File: src/rtl/button_debouncer_pkg.sv
// Shared clock-rate constants and time-to-cycle helpers for the push-button input path.
package button_debouncer_pkg;

    localparam int unsigned CLK_HZ = 24_000_000;

    function automatic int unsigned ms_to_cycles(input int unsigned ms);
        return (CLK_HZ / 1000) * ms;
    endfunction

    // 10 ms settle window and 1 s hold threshold at the system clock rate.
    localparam int unsigned DEBOUNCE_CYCLES_DEFAULT  = ms_to_cycles(10);
    localparam int unsigned LONGPRESS_CYCLES_DEFAULT = ms_to_cycles(1000);

endpackage

File: src/rtl/button_debouncer_sync_2ff.sv
// Generic two-flop synchronizer with a configurable reset level.
module sync_2ff #(
    parameter logic RST_VAL = 1'b1
) (
    input  logic i_clk,
    input  logic i_rst,
    input  logic i_d,
    output logic o_q
);

    logic r_s1;
    logic r_s2;

    always_ff @(posedge i_clk or posedge i_rst) begin
        if (i_rst) begin
            r_s1 <= RST_VAL;
            r_s2 <= RST_VAL;
        end else begin
            r_s1 <= i_d;
            r_s2 <= r_s1;
        end
    end

    assign o_q = r_s2;

endmodule

File: src/rtl/button_debouncer.sv
// Debounces the low-active push-button into press/release/long-press ticks and a wrapping press count.
module button_debouncer
    import button_debouncer_pkg::*;
#(
    parameter int DebounceCycles  = int'(DEBOUNCE_CYCLES_DEFAULT),
    parameter int LongPressCycles = int'(LONGPRESS_CYCLES_DEFAULT),
    parameter int CntSize         = 25
) (
    input  logic       clk,
    input  logic       rst,
    input  logic       btnx,
    output logic       pressed,
    output logic       press_tick,
    output logic       release_tick,
    output logic       long_tick,
    output logic [7:0] press_count
);

    if (DebounceCycles < 2 || LongPressCycles <= DebounceCycles ||
        longint'(LongPressCycles) > (longint'(1) << CntSize)) begin : g_param_err
        $error("button_debouncer: bad DebounceCycles/LongPressCycles/CntSize");
    end

    typedef enum logic [1:0] {
        ST_RELEASED,
        ST_PRESS_WAIT,
        ST_PRESSED,
        ST_RELEASE_WAIT
    } state_t;

    localparam logic [CntSize-1:0] DEB_LAST  = CntSize'(DebounceCycles - 1);
    localparam logic [CntSize-1:0] LONG_LAST = CntSize'(LongPressCycles - 1);
    localparam logic [CntSize-1:0] CNT_ONE   = CntSize'(1);

    logic w_btn_s;

    sync_2ff #(.RST_VAL(1'b1)) u_sync (
        .i_clk (clk),
        .i_rst (rst),
        .i_d   (btnx),
        .o_q   (w_btn_s)
    );

    state_t             r_state,        w_state_nxt;
    logic [CntSize-1:0] r_deb_cnt,      w_deb_cnt_nxt;
    logic [CntSize-1:0] r_hold_cnt,     w_hold_cnt_nxt;
    logic               r_long_done,    w_long_done_nxt;
    logic               r_press_tick,   w_press_tick_nxt;
    logic               r_release_tick, w_release_tick_nxt;
    logic               r_long_tick,    w_long_tick_nxt;
    logic               r_pressed,      w_pressed_nxt;
    logic [7:0]         r_press_count,  w_press_count_nxt;

    always_ff @(posedge clk or posedge rst) begin
        if (rst) begin
            r_state        <= ST_RELEASED;
            r_deb_cnt      <= '0;
            r_hold_cnt     <= '0;
            r_long_done    <= 1'b0;
            r_press_tick   <= 1'b0;
            r_release_tick <= 1'b0;
            r_long_tick    <= 1'b0;
            r_pressed      <= 1'b0;
            r_press_count  <= 8'h00;
        end else begin
            r_state        <= w_state_nxt;
            r_deb_cnt      <= w_deb_cnt_nxt;
            r_hold_cnt     <= w_hold_cnt_nxt;
            r_long_done    <= w_long_done_nxt;
            r_press_tick   <= w_press_tick_nxt;
            r_release_tick <= w_release_tick_nxt;
            r_long_tick    <= w_long_tick_nxt;
            r_pressed      <= w_pressed_nxt;
            r_press_count  <= w_press_count_nxt;
        end
    end

    always_comb begin
        w_state_nxt        = r_state;
        w_deb_cnt_nxt      = r_deb_cnt;
        w_hold_cnt_nxt     = r_hold_cnt;
        w_long_done_nxt    = r_long_done;
        w_press_tick_nxt   = 1'b0;
        w_release_tick_nxt = 1'b0;
        w_long_tick_nxt    = 1'b0;
        w_press_count_nxt  = r_press_count;

        // Hold timer runs through release bounces so a wobbly release cannot restart it.
        if ((r_state == ST_PRESSED || r_state == ST_RELEASE_WAIT) && !r_long_done) begin
            if (r_hold_cnt == LONG_LAST) begin
                w_long_tick_nxt = 1'b1;
                w_long_done_nxt = 1'b1;
            end else begin
                w_hold_cnt_nxt = r_hold_cnt + CNT_ONE;
            end
        end

        case (r_state)
            ST_RELEASED: begin
                if (!w_btn_s) begin
                    w_state_nxt   = ST_PRESS_WAIT;
                    w_deb_cnt_nxt = CNT_ONE;
                end
            end
            ST_PRESS_WAIT: begin
                if (w_btn_s) begin
                    w_state_nxt   = ST_RELEASED;
                    w_deb_cnt_nxt = '0;
                end else if (r_deb_cnt == DEB_LAST) begin
                    w_state_nxt       = ST_PRESSED;
                    w_press_tick_nxt  = 1'b1;
                    w_press_count_nxt = r_press_count + 8'd1;
                    w_hold_cnt_nxt    = '0;
                    w_long_done_nxt   = 1'b0;
                end else begin
                    w_deb_cnt_nxt = r_deb_cnt + CNT_ONE;
                end
            end
            ST_PRESSED: begin
                if (w_btn_s) begin
                    w_state_nxt   = ST_RELEASE_WAIT;
                    w_deb_cnt_nxt = CNT_ONE;
                end
            end
            ST_RELEASE_WAIT: begin
                if (!w_btn_s) begin
                    w_state_nxt = ST_PRESSED;
                end else if (r_deb_cnt == DEB_LAST) begin
                    w_state_nxt        = ST_RELEASED;
                    w_release_tick_nxt = 1'b1;
                end else begin
                    w_deb_cnt_nxt = r_deb_cnt + CNT_ONE;
                end
            end
            default: w_state_nxt = ST_RELEASED;
        endcase

        w_pressed_nxt = (w_state_nxt == ST_PRESSED) || (w_state_nxt == ST_RELEASE_WAIT);
    end

    assign pressed      = r_pressed;
    assign press_tick   = r_press_tick;
    assign release_tick = r_release_tick;
    assign long_tick    = r_long_tick;
    assign press_count  = r_press_count;

endmodule
File: config.mk
export PLATFORM = sky130hd
export DESIGN_NAME = button_debouncer
export DESIGN_NICKNAME = d
export VERILOG_FILES = /design/src/rtl/button_debouncer_pkg.sv /design/src/rtl/button_debouncer_sync_2ff.sv /design/src/rtl/button_debouncer.sv
export SDC_FILE = /design/constraint.sdc
export NUM_CORES = 1
export LEC_CHECK = 0
export BUFFER_PORTS_ARGS = -buffer_cell sky130_fd_sc_hd__buf_4
export CELL_PAD_IN_SITES_DETAIL_PLACEMENT = 1
export CELL_PAD_IN_SITES_GLOBAL_PLACEMENT = 2
export CORE_ASPECT_RATIO = 1.1
export CORE_UTILIZATION = 44
export CTS_BUF_LIST = sky130_fd_sc_hd__clkbuf_8
export DETAILED_ROUTE_END_ITERATION = 10
export PLACE_DENSITY = 0.91
export SLEW_MARGIN = 20
export SYNTH_ARGS = -nofsm -noshare
export SYNTH_HDL_FRONTEND = slang
export SYNTH_SLANG_ARGS = --single-unit
File: constraint.sdc
create_clock -name clk -period 4.6 [get_ports clk]
set_clock_uncertainty 0.1 [all_clocks]
set_input_delay 0.46 -clock clk [delete_from_list [all_inputs] [get_ports clk]]
set_output_delay 0.46 -clock clk [all_outputs]
set_load 0.05 [all_outputs]
==> impl_metrics.py <==
metrics = {
    "run_status": {
        "status": "completed",
    },
    "synth": {
        "yosysWarnings": 0,
        "seq_area_frac_synth_pct": 47.4,
        "synthCells": 371,
        "netlist_top_cells_area": "dfrtp_1, nor2_1, a21oi_1",
        "ys_ff_latch": 67,
        "syn_area_um2": 3540,
        "avgSynthCellArea_um2": 9.54,
        "yosysTopAreaCell": "dfrtp_1",
        "ys_types": 55,
        "synthTopCellsByCount": "dfrtp_1, nor2_1, nand2_1",
        "yosys_most_used_dff": "dfrtp_1",
        "async_flop_share_pct": 100,
        "synth_nets": 377,
        "synth_most_common_cell": "dfrtp_1",
        "synth-edff-count": 0,
        "yosys.area.top_type_share_pct": 46.0,
    },
    "global_route": {
        "grt_usage_pct": 23.0,
        "antenna_found_initial": 0,
        "grt_pass1_wl_um": 14600,
        "grt_max_degree": 37,
        "grt-ovfl-total": 0,
        "grt_pass1_vias": 2955,
    },
    "clock_network": {
        "clk_latency_ns": 0.35,
        "cts_root_buffer": "clkbuf_8",
        "path_clk_slew_ns": 0.07,
        "h-tree-depth": 3,
        "cts_tree": "yes",
        "postCtsSetupBuffers": 0,
        "numCtsBuffers": 9,
        "clock_sinks": 67,
        "clock_path_buffers": 2,
        "hold_buffers": 0,
        "cts_resized": 0,
    },
    "route": {
        "drtIter0Drc": 92,
        "wl_um": 8480,
        "dr.pass1.iters": 4,
        "antenna_left": 0,
        "drc_errors": 0,
        "viasPerCell": 5.89,
        "vias": 2910,
        "post_drt_wl_per_cell_um": 17.2,
    },
    "timing": {
        "min_period_over_period_pct": 64.8,
        "max_freq_mhz": 336,
        "grt_setup_unrepaired": "false",
        "setup_viol": 0,
        "slew_headroom_pct": 30.1,
        "drv_slew": 0,
        "fin_setup_tns_ns": 0,
        "worstMarginPinSlew_ns": 1.04,
        "setup_slack_ns": 1.62,
        "min_period_ns": 2.98,
        "hold_viol": 0,
    },
    "floorplanning": {
        "io_pins": 15,
        "num_rows": 33,
        "core_area_um2": 7640,
        "die-area_um2": 8410,
        "start_util_pct": 46.3,
        "dieHeight_um": 96.1,
        "die_w_um": 87.5,
    },
    "setup_path": {
        "critPathTopFamily": "simple AND/OR/NAND/NOR gates",
        "reg2regPathDepth": 7,
        "worstPathCellList": "ha_1 -> nand2_1 -> or4_1 -> nor3_4 -> nand2_2 -> inv_2 -> mux2_2",
        "critPathMaxStageDelay_ns": 0.68,
        "r2r-end": "press_count[1]",
        "crit_path_top_delay_cell": "or4_1",
        "critical_path.max_fanout": 29,
        "r2r-start": "r_deb_cnt[0]",
        "cp-start-kind": "register",
        "required_ns": 4.74,
        "critical_path_class": "reg2reg",
        "crit_buf_inv": 1,
        "reg2reg_setup_slack_ns": 1.62,
        "crit_path_end_kind": "register",
        "cp.arrival_ns": 3.12,
    },
    "placement": {
        "portBuffers": 14,
        "pre_cts_slack_ns": 1.60,
        "dp_hpwl_um": 5950,
        "finalWeightedCongestion": 0.798,
    },
    "final_layout": {
        "fillers": 872,
        "fin_util_pct": 51.5,
        "nNetsFinal": 390,
        "drive_gt1_share_pct": 12.9,
        "area_delta_synth_final_pct": 11.2,
        "num_antenna_cells": 0,
    },
    "job": {
        "drv_cap": 0,
    },
    "min_path": {
        "hold_path_depth": 1,
        "worstHoldStart": "btnx",
        "min_path_type": "in2reg",
        "min_to": "u_sync.r_s1",
    },
    "power_and_ir_drop": {
        "irDropWorstVdd_v": 0.000133,
        "powerDensity_nw_per_um2": 304,
        "power.leakage_nw": 1.68,
    },
}
-- worst max path at each step --
stage / from / cells past startpoint / end / slack (ns)
floorplan: r_deb_cnt[7] / 9 / press_count[2] / 2.29
global placement: r_deb_cnt[0] / 7 / press_count[1] / 1.71
detailed placement: r_deb_cnt[0] / 7 / press_count[1] / 1.60
CTS: r_deb_cnt[0] / 7 / press_count[1] / 1.59
global route: r_deb_cnt[0] / 7 / press_count[1] / 1.40
finish: r_deb_cnt[0] / 7 / press_count[1] / 1.62
-- area by class of cell --
type	instances	area (um2)	share of cell area (%)
Multi-Input combinational cell	279	1740	44.2
Inverter	10	37.5	0.954
Sequential cell	67	1680	42.7
Clock inverter	6	81.3	2.07
Clock buffer	10	138	3.50
Timing Repair Buffer	17	128	3.24
Tap cell	105	131	3.34
-- stage by stage --
step	hold slack (ns)	instance area, um2	cells	power [mW]
after global placement	0.247	3720	478	0.658
final	0.112	3940	494	1.20
after detailed placement	0.247	3720	478	0.660
after floorplan	0.245	3540	371	0.644
after global routing	0.102	3940	494	1.24
after CTS	0.0996	3940	494	1.21
-- cells by family (layout without fill, tap and decap cells) --
kind of cell / count (synthesis) / in the layout / synth area share, %
adders and majority gates: 3 / 3 / 1.06
buffers and inverters: 25 / 43 / 3.36
AOI/OAI and AO/OA: 85 / 85 / 15.3
DFF: 67 / 67 / 47.4
xor gates and xnor gates: 24 / 24 / 6.36
muxes: 1 / 1 / 0.318
and+or+nand+nor: 166 / 166 / 26.1
-- flip-flops by register name, indices dropped and copies added, names as in the netlist --
register and cells:
u_sync.r_s1 1, r_deb_cnt 25, press_count 8, r_hold_cnt 25, r_long_done 1, long_tick 1, pressed 1, r_state 2
release_tick 1, press_tick 1, u_sync.o_q 1
-- metal layers --
layer	track usage, %	routed length (um)	vias to the layer above
li1	-	-	1394
met1	28.3	3790	1476
met2	39.7	4350	24
met3	3.17	140	16
met4	11.2	202	0
met5	0	0	-
-- layout by cell type (no fill, tap or decap), types with 6 or more instances in the layout --
master	n
nand2_1	29
inv_1	10
nand4_1	11
o21ai_0	20
and3_1	7
and2_1	6
a21oi_1	23
nand3_1	20
xor2_1	13
or4_1	11
buf_4	17
dfrtp_1	65
or3_1	10
xnor2_1	9
nor2_1	33
o31ai_1	11
clkbuf_8	10
nor4_1	6
-- power by group --
group	switching [mW]	internal, mW
clock	0.233	0.316
sequential	0.00760	0.595
combinational	0.0326	0.0123
No activity file was read; power rests on OpenSTA's default activity.
